===== config.mk =====
export PLATFORM = sky130hd
export DESIGN_NAME = b4_equal_bist
export DESIGN_NICKNAME = d
export VERILOG_FILES = /design/src/rtl/b4_equal_bist.sv
export SDC_FILE = /design/constraint.sdc
export NUM_CORES = 1
export LEC_CHECK = 0
export CAP_MARGIN = 20
export CORE_ASPECT_RATIO = 0.8
export CORE_MARGIN = 4
export CORE_UTILIZATION = 45
export CTS_CLUSTER_SIZE = 12
export DETAILED_ROUTE_END_ITERATION = 10
export GPL_TIMING_DRIVEN = 0
export PLACE_DENSITY_LB_ADDON = 0.2
export SYNTH_ARGS = -nofsm -noshare
export SYNTH_HDL_FRONTEND = slang
export SYNTH_SLANG_ARGS = --single-unit
export TNS_END_PERCENT = 10

===== constraint.sdc =====
create_clock -name clk -period 2.05 [get_ports clk]
set_input_delay 0.205 -clock clk [delete_from_list [all_inputs] [get_ports clk]]
set_output_delay 0.205 -clock clk [all_outputs]
set_load 0.02 [all_outputs]

===== src/rtl/b4_equal_bist.sv =====
// Exhaustive built-in self-test for an external 4-bit equality comparator.
// Walks all 256 (A,B) pairs, counts wrong eq answers and records the first failing pair.
module b4_equal_bist #(
  parameter int unsigned SETTLE_CYCLES = 1
) (
  input  logic       clk,
  input  logic       rst_n,
  input  logic       start,
  output logic [3:0] A,
  output logic [3:0] B,
  input  logic       eq,
  output logic       busy,
  output logic       done,
  output logic       pass,
  output logic [8:0] err_count,
  output logic [3:0] fail_a,
  output logic [3:0] fail_b
);

  typedef enum logic [2:0] {
    IDLE  = 3'd0,
    DRIVE = 3'd1,
    WAIT  = 3'd2,
    CHECK = 3'd3,
    DONE  = 3'd4
  } state_t;

  // Loaded on leaving DRIVE and counted down to zero, giving SETTLE_CYCLES WAIT cycles.
  localparam logic [3:0] WAIT_INIT = 4'(SETTLE_CYCLES - 1);

  state_t      state_q;
  logic [7:0]  idx_q;
  logic [3:0]  wait_q;
  logic [3:0]  a_q;
  logic [3:0]  b_q;
  logic        busy_q;
  logic        done_q;
  logic        pass_q;
  logic [8:0]  err_q;
  logic [3:0]  fail_a_q;
  logic [3:0]  fail_b_q;
  logic        mismatch;

  assign mismatch = eq ^ (a_q == b_q);

  always_ff @(posedge clk or negedge rst_n) begin
    if (!rst_n) begin
      state_q  <= IDLE;
      idx_q    <= 8'd0;
      wait_q   <= 4'd0;
      a_q      <= 4'd0;
      b_q      <= 4'd0;
      busy_q   <= 1'b0;
      done_q   <= 1'b0;
      pass_q   <= 1'b0;
      err_q    <= 9'd0;
      fail_a_q <= 4'd0;
      fail_b_q <= 4'd0;
    end else begin
      case (state_q)
        IDLE, DONE: begin
          if (start) begin
            idx_q    <= 8'd0;
            err_q    <= 9'd0;
            fail_a_q <= 4'd0;
            fail_b_q <= 4'd0;
            done_q   <= 1'b0;
            pass_q   <= 1'b0;
            busy_q   <= 1'b1;
            state_q  <= DRIVE;
          end
        end
        DRIVE: begin
          a_q     <= idx_q[7:4];
          b_q     <= idx_q[3:0];
          wait_q  <= WAIT_INIT;
          state_q <= WAIT;
        end
        WAIT: begin
          if (wait_q == 4'd0) state_q <= CHECK;
          else                wait_q  <= wait_q - 4'd1;
        end
        CHECK: begin
          if (mismatch) begin
            err_q <= err_q + 9'd1;
            // err_q is still zero only for the first mismatch of the run.
            if (err_q == 9'd0) begin
              fail_a_q <= a_q;
              fail_b_q <= b_q;
            end
          end
          if (idx_q == 8'd255) begin
            busy_q  <= 1'b0;
            done_q  <= 1'b1;
            pass_q  <= (err_q == 9'd0) && !mismatch;
            state_q <= DONE;
          end else begin
            idx_q   <= idx_q + 8'd1;
            state_q <= DRIVE;
          end
        end
        default: begin
          busy_q  <= 1'b0;
          done_q  <= 1'b0;
          pass_q  <= 1'b0;
          state_q <= IDLE;
        end
      endcase
    end
  end

  assign A         = a_q;
  assign B         = b_q;
  assign busy      = busy_q;
  assign done      = done_q;
  assign pass      = pass_q;
  assign err_count = err_q;
  assign fail_a    = fail_a_q;
  assign fail_b    = fail_b_q;

endmodule


==> results of run 1 <==
-- cell usage after synthesis, drive strengths merged, types with 5 or more instances --
cell / n / area, sq um
dfrtp: 43 / 1076
nand2: 27 / 101.4
o21ai: 20 / 100.1
inv: 18 / 67.56
nor2: 15 / 72.57
nand3: 11 / 55.05
mux2i: 9 / 102.6
and3: 7 / 43.79
a21o: 6 / 45.04
xor2: 6 / 52.55
buf: 5 / 40.04
nor3b: 5 / 37.54
-- stage by stage --
stage          setup WS, ns  cells    util
2_1_floorplan        0.1136    220       -
5_1_grt            0.002520    322  0.5836
4_1_cts             0.01335    321  0.5772
3_3_place_gp        -0.4291    311  0.5538
6_report             0.1332    322  0.5836
3_5_place_dp       0.007894    312  0.5570
-- metal layers --
layer,part of all wire,routed length (microns),global-route usage,vias up
met1,0.51,2415,0.2544,807
met3,0.064,300,0.04835,6
met4,0.020,93,0.07381,0
met5,0,0,0,-
li1,-,-,-,847
met2,0.41,1915,0.2335,42
-- worst paths after layout --
kind	end	depth (start not counted)
max reg2reg	err_count[8]	6
min reg2reg	pass	1
max in group asynchronous	idx_q[2]	3
min	err_count[6]	2
min in group clk	pass	1
max	err_count[8]	6
-- cell families after synthesis --
family | synth area share
buffers and inverters | 0.05425
adder cells (fa/ha/maj) | 0.02285
multiplexers | 0.05197
flip-flops | 0.4911
AND/OR/NAND/NOR | 0.2027
XOR/XNOR | 0.03998
AO/OA/AOI/OAI | 0.1371
-- layout make-up --
| class | count | share of cell area |
|---|---|---|
| flip-flops and latches | 43 | 0.3963 |
| plain buffers | 8 | 0.01889 |
| well taps | 60 | 0.02765 |
| repair buffers | 34 | 0.1309 |
| inverters | 18 | 0.02488 |
| multi-input cells | 151 | 0.3705 |
| clock inverters | 3 | 0.005530 |
| clock buffers | 5 | 0.02535 |
-- flip-flops by register name, summed over array words and instances, names as in the netlist --
register / count
A: 4
B: 4
busy: 1
done: 1
err_count: 9
fail_a: 4
fail_b: 4
idx_q: 8
pass: 1
state_q: 3
wait_q: 4
-- critical path: stages (launching register included) --
cell	delay (ns)
dfrtp_1	0.43
xor2_1	0.20
nor4_4	0.38
mux2i_4	0.43
buf_6	0.20
nand3_1	0.07
o21ai_0	0.11
-- power by group --
part	leakage [uW]	internal, uW	switching (uW)
logic	0.000671	159	167
clock network	0.0000477	233	298
registers	0.000517	903	69.8
-- timing repair --
action                                  4_1_cts  5_1_grt
resized for setup                             0        3
hold endpoints to repair                     16        0
hold buffers                                  1        0
endpoints found under the setup margin        0       17
buffers inserted                              0        1
==> results.cfg, run 1 <==
[run_status]
run_status = finished clean

[timing]
max_freq_mhz = 521.7
drv_slew = 0
fin_crit_ns = 1.917
grt_setup_unrepaired = no
setup_viol = 0
slew_headroom = 0.5883
fin_worst_skew_ns = 0.005465
timing.final.crit_share = 0.9350
setup_tns_ns = 0
worstMarginPinSlew_ns = 0.6153
finalHoldViolCount = 0
whs_ns = 0.3598

[route]
num_vias = 1702
drt-pass1-iter-count = 4
via_per_inst = 5.286
wire_per_inst_microns = 14.67
ant_nets = 0
drtIter0Drc = 69
wirelength_microns = 4724
drc = 0

[setup_path]
critPathKind = reg -> reg
reg2reg_slack_ns = 0.13
reg2reg_from = A[1]
worstPathMaxFanout = 10
required_ns = 2.26
critPathLaunchType = register
worst_setup_path_end_kind = register
cp-startpoint = A[1]
cp_data_arrival_time_ns = 2.13

[power_and_ir_drop]
power.total_uw = 1830
p_leak_uw = 0.001236
peakVddDrop_v = 0.0005275
cellPowerDensity_mw_per_mm2 = 673.9

[place]
place.gp.congestion = 0.7415
post_dp_cell_area_sq_mm = 0.002591
place.port_buffers = 31
dpl.hpwl_microns = 3393

[logic_synthesis]
ys_seq_elements = 43
async_reset_ff_frac = 1.000
syn_avg_cell_area_sq_um = 9.958
synth_ff_type = dfrtp_1
synth-edff-count = 0
netlist_area_sq_mm = 0.002191
yosysWarningCount = 0
synth.distinct_cells = 43
syn_nets = 228
synth.yosys.seq_area_share = 0.4911
syn_inst = 220

[clocking]
htreeDepth = 2
cts_buffer_depth = 2
cts_root_buf = clkbuf_8
cts_buffers = 5
cts_tree = built
clkSlewWorstSetupHoldPaths_ns = 0.08
cts_num_sinks = 43
clock_latency_ns = 0.30

[final_layout]
fin_area_sq_mm = 0.002715
fin_nets = 269
layout_commonest_cell = dfrtp_1
fill_cells = 412
antenna_cells = 0
register_area_sq_mm = 0.001076
synthToLayoutAreaGrowth_pct = 23.93
final_cell_mix = dfrtp_1 (43), clkdlybuf4s50_1 (30), nand2_1 (27)
multi_input_area_sq_mm = 0.001006
drive_above_1_share = 0.1031

[global_routing]
grt_pass1_wl_microns = 8197
grt_pass1_vias = 1699
grt_remaining_overflow = 0
grt_max_degree = 28
track_usage = 0.1730
antenna_found_initial = 0

[floorplan]
die_area_sq_mm = 0.006056
boundaryPins = 32
start_util = 0.4710
die_h_microns = 70.41
core_area_sq_mm = 0.004652
rows = 22
die_width_microns = 86.01

[worst_hold_path]
hp-class = in -> async

[run]
max-cap-violations = 0
No activity file was read; power rests on OpenSTA's default activity.
==> run 2, diff against run 1 <==
- CORE_UTILIZATION: 45 -> 50
- clock period: 2.05 -> 1.8 ns (I/O delays scaled with it)
==> run 2 against run 1 <==
  * The flow now finishes with violations (setup timing)
  * Maximum frequency is 1.4% higher
  * Power rose by 16%
  * Clock power increased by 18%
  * Critical path depth is the same
  * Combinational power up 21%
  * Via count is 3.5% higher
  * Cell area increased by 5.0%
  * Clock skew rose by 0.0013 ns
  * Largest power group unchanged
  * Sequential power rose by 14%
  * Global-route usage increased by 2.2 points
  * Wire length grew 4.7%
  * Hold slack better by 0.026 ns
==> results.cfg, run 2 (synthesized netlist as in run 1, its figures left out) <==
[run]
max-cap-violations = 0

[route]
drtIter0Drc = 114
via_per_inst = 5.388
drc = 0
drt-pass1-iter-count = 4
wirelength_microns = 4945
ant_nets = 0
wire_per_inst_microns = 15.12
num_vias = 1762

[timing]
slew_headroom = 0.6418
fin_crit_ns = 1.891
timing.final.crit_share = 1.050
setup_viol = 17
fin_ws_ns = -0.09089
drv_slew = 0
fin_worst_skew_ns = 0.006766
max_freq_mhz = 528.9
grt_setup_unrepaired = yes
setup_tns_ns = -1.165
worstMarginPinSlew_ns = 0.5340
finalHoldViolCount = 0

[power_and_ir_drop]
p_leak_uw = 0.001289
cellPowerDensity_mw_per_mm2 = 747.8
peakVddDrop_v = 0.0004799

[floorplan]
core_area_sq_mm = 0.004204
die_h_microns = 67.21
boundaryPins = 32
start_util = 0.5211
die_area_sq_mm = 0.005511
die_width_microns = 82.01
rows = 21

[place]
place.port_buffers = 31
pre_cts_slack_ns = -0.2334
place.gp.congestion = 0.8673
dpl.hpwl_microns = 3332

[setup_path]
critPathKind = reg -> reg
cp_data_arrival_time_ns = 2.07
worst_setup_path_end_kind = register
worstPathMaxFanout = 8
cp_slowest_stage_delay_ns = 0.42
required_ns = 1.97
crit_chain = xor2_2 > nor4_4 > mux2i_4 > buf_12 > nor2_8 > mux2i_1
critPathLaunchType = register
cp_slowest_cell = dfrtp_1

[final_layout]
antenna_cells = 0
synthToLayoutAreaGrowth_pct = 30.10
final_cell_mix = dfrtp_1 (39), clkdlybuf4s50_1 (30), nand2_1 (27)
fill_cells = 334
layout_commonest_cell = dfrtp_1
largest_reg_flops = 9
drive_above_1_share = 0.1889
fin_nets = 277

[global_routing]
grt_pass1_vias = 1712
grt_max_degree = 23
track_usage = 0.1950
grt_pass1_wl_microns = 8252
antenna_found_initial = 0
grt_remaining_overflow = 0

[clocking]
cts_num_sinks = 43
clock_latency_ns = 0.29
cts_root_buf = clkbuf_8
cts_buffer_depth = 2
htreeDepth = 2
cts_tree = built
clkSlewWorstSetupHoldPaths_ns = 0.09
cts_buffers = 5

[worst_hold_path]
hp-class = in -> async

[run_status]
violations = setup timing
run_status = finished, violations left
run 2: changes by cell type in the layout (fill, tap and decap cells not counted), sizes merged:
| cell | previous run | this run |
|---|---|---|
| clkinv | 3 | 1 |
| clkinvlp | 0 | 2 |
| buf | 8 | 16 |
run 2: worst max-delay path, delay by kind of cell (launching register included):
kind	cells	cell delay, ns
xor+xnor	1	0.20
buf+inv	1	0.16
flops	1	0.42
mux	2	0.54
simple gates	2	0.45
run 2: cell type report:
class / count / area (sq um) / share of cell area
Inverter: 18 / 67.56 / 0.02371
Sequential cell: 43 / 1081 / 0.3793
Clock buffer: 5 / 68.82 / 0.02414
Multi-Input combinational cell: 151 / 1061 / 0.3723
Timing Repair Buffer: 42 / 426.7 / 0.1497
Clock inverter: 3 / 20.02 / 0.007024
Buffer: 8 / 53.80 / 0.01888
Tap cell: 57 / 71.32 / 0.02502
run 2: final timing paths:
check	start	to	slack, ns	depth (start not counted)
max in group asynchronous	rst_n	B[0]	0.91	3
min in group clk	busy	busy	0.48	1
min	rst_n	err_count[7]	0.39	2
max reg2reg	B[1]	fail_a[1]	-0.09	6
max	B[1]	fail_a[1]	-0.09	6
min reg2reg	busy	busy	0.48	1
run 2: stage by stage:
stage / cell area (sq um) / hold slack (ns) / utilization / std cells / power, uW
finish: 2850 / 0.3858 / 0.6780 / 327 / 2131
global route: 2850 / 0.4696 / 0.6780 / 327 / 2221
CTS: 2780 / 0.4092 / 0.6613 / 325 / 2111
detailed placement: 2599 / 0.1919 / 0.6182 / 309 / 1498
global placement: 2576 / 0.4600 / 0.6128 / 308 / 1487
floorplan: 2195 / -0.1156 / - / 220 / 1297
run 2: power breakdown:
| group | total [uW] | internal, uW | switching (uW) |
|---|---|---|---|
| sequential | 1110 | 1030 | 86.0 |
| clock | 624 | 271 | 354 |
| combinational | 393 | 192 | 201 |
run 2: metal layers:
metal  global-route usage  part of all wire
met1               0.3007              0.50
met2               0.2802              0.45
met3              0.03733             0.037
met4              0.04772            0.0093
met5                    0                 0
run 2: repair_timing:
action,in CTS,in global routing
hold buffers,1,0
endpoints found under the hold margin,21,0
endpoints found under the setup margin,29,28
pin swaps,1,4
setup buffers,6,2
cloned,1,0
gates resized for setup,9,15
==> run 3, diff against run 2 <==
--- a/config.mk
+++ b/config.mk
@@ -15,2 +15,3 @@
 export PLACE_DENSITY_LB_ADDON = 0.2
+export SLEW_MARGIN = 20
 export SYNTH_ARGS = -nofsm -noshare
--- a/constraint.sdc
+++ b/constraint.sdc
@@ -3,2 +3,2 @@
 set_output_delay 0.18 -clock clk [all_outputs]
-set_load 0.02 [all_outputs]
+set_load 0.05 [all_outputs]
==> run 3 against run 2 <==
  * Non-clock buffer count did not move
  * Global-route usage rose by 1.0 points
  * Cell count did not move
  * Count of clock-buffer cells in the layout rose by 1
  * Utilization fell by 0.77 points
  * Cell area fell by 1.1%
  * Largest power group unchanged
  * Die area did not move
  * Register-to-register slack got worse by 0.02 ns
  * Via count fell by 0.68%
  * Clock skew fell by 0.0019 ns
  * The flow still finishes with violations (setup timing)
  * Power rose by 4.9%
==> results.cfg, run 3 (synthesized netlist as in run 1, its figures left out) <==
[floorplan]
die_width_microns = 82.01
rows = 21
core_area_sq_mm = 0.004204
start_util = 0.5211
boundaryPins = 32
die_area_sq_mm = 0.005511
die_h_microns = 67.21

[run_status]
violations = setup timing
run_status = finished, violations left

[setup_path]
cp_slowest_stage_delay_ns = 0.43
worstPathMaxFanout = 8
worst_setup_path_end_kind = register
critPathKind = reg -> reg
cp_data_arrival_time_ns = 2.13
critPathLaunchType = register
required_ns = 2.02
cp_slowest_cell = dfrtp_2
crit_chain = xor2_2 > nor4_4 > mux2i_4 > buf_12 > nor2_8 > mux2i_2

[global_routing]
grt_pass1_wl_microns = 8390
grt_remaining_overflow = 0
antenna_found_initial = 0
track_usage = 0.2052
grt_max_degree = 31
grt_pass1_vias = 1688

[route]
drc = 0
via_per_inst = 5.352
drt-pass1-iter-count = 4
wirelength_microns = 4960
drtIter0Drc = 157
ant_nets = 0
wire_per_inst_microns = 15.17
num_vias = 1750

[timing]
drv_slew = 0
finalHoldViolCount = 0
fin_worst_skew_ns = 0.004841
timing.final.crit_share = 1.061
worstMarginPinSlew_ns = 0.5751
fin_ws_ns = -0.1107
setup_viol = 19
fin_crit_ns = 1.911
max_freq_mhz = 523.4
grt_setup_unrepaired = yes
slew_headroom = 0.6166

[clocking]
cts_buffer_depth = 2
clock_latency_ns = 0.30
cts_buffers = 5
clkSlewWorstSetupHoldPaths_ns = 0.08
cts_root_buf = clkbuf_8
htreeDepth = 2
cts_tree = built
cts_num_sinks = 43

[final_layout]
fin_nets = 277
stdcell_count = 327
antenna_cells = 0
layout_commonest_cell = dfrtp_1
utilization = 0.6702
synthToLayoutAreaGrowth_pct = 28.61
final_cell_mix = dfrtp_1 (35), clkdlybuf4s50_1 (30), nand2_1 (27)
drive_above_1_share = 0.1852
largest_reg_flops = 9

[place]
dp.cells = 309
dpl.hpwl_microns = 3397
place.port_buffers = 31
place.gp.congestion = 0.8611

[worst_hold_path]
hp-class = in -> async

[run]
max-cap-violations = 0

[power_and_ir_drop]
cellPowerDensity_mw_per_mm2 = 793.6
peakVddDrop_v = 0.0005458
p_leak_uw = 0.001269
run 3: cell types whose count changed in the layout (fill, tap and decap cells not counted), moves of 3 or more:
cell and delta:
clkbuf_1 +3, dfrtp_1 -4, o21ai_0 +3, dfrtp_2 +4
run 3: power by group:
group          total [uW]  internal, uW  switching (uW)
clock                 609           271             337
sequential           1110          1030            79.7
combinational         520           181             338
total                2240          1480             755
run 3: critical path, delay by kind of cell (launching register included):
kind	cells	cell delay, ns
AND/OR/NAND/NOR	2	0.44
buffers and inverters	1	0.15
XOR/XNOR	1	0.19
flip-flops	1	0.43
multiplexers	2	0.61
run 3: final timing paths:
check                           startpoint      endpoint  slack, ns  depth (start not counted)
worst min register to register        pass          pass       0.48                          1
worst max-delay path                  A[2]     fail_b[2]      -0.11                          6
max in group asynchronous            rst_n          B[0]       1.03                          3
min in group clk                      pass          pass       0.48                          1
worst max register to register        A[2]     fail_b[2]      -0.11                          6
worst min-delay path                 rst_n  err_count[7]       0.30                          2
run 3: per-stage QoR:
step | area [sq um] | hold WS (ns) | power, uW | setup slack, ns | setup TNS, ns
after floorplan | 2208 | -0.1156 | 1443 | -0.1983 | -2.356
after global placement | 2590 | 0.4604 | 1634 | -0.7699 | -29.38
after detailed placement | 2605 | 0.09936 | 1644 | -0.1954 | -2.623
after CTS | 2756 | 0.3200 | 2248 | -0.07263 | -0.6337
after global routing | 2818 | 0.3275 | 2344 | -0.2203 | -4.027
final | 2818 | 0.3004 | 2236 | -0.1107 | -1.244
run 3: repair_timing:
action / CTS / global route
hold buffers: 1 / 0
endpoints found under the setup margin: 29 / 34
setup buffers: 4 / 4
gates resized for setup: 5 / 6
cloned: 0 / 1
pin swaps: 1 / 6
endpoints found under the hold margin: 13 / 0
run 3: layout make-up:
type	count	area (sq um)
Multi-Input combinational cell	151	1040
Clock inverter	2	12.51
Clock buffer	6	72.57
Sequential cell	43	1086
Timing Repair Buffer	42	416.7
Buffer	8	51.30
Fill cell	348	1386
Inverter	18	67.56
Tap cell	57	71.32
run 3: layer usage:
metal	part of all wire	wire length, microns	GRT usage
met2	0.43	2136	0.3095
met1	0.51	2520	0.2929
met3	0.050	246	0.04933
met4	0.011	57	0.06224
met5	0	0	0
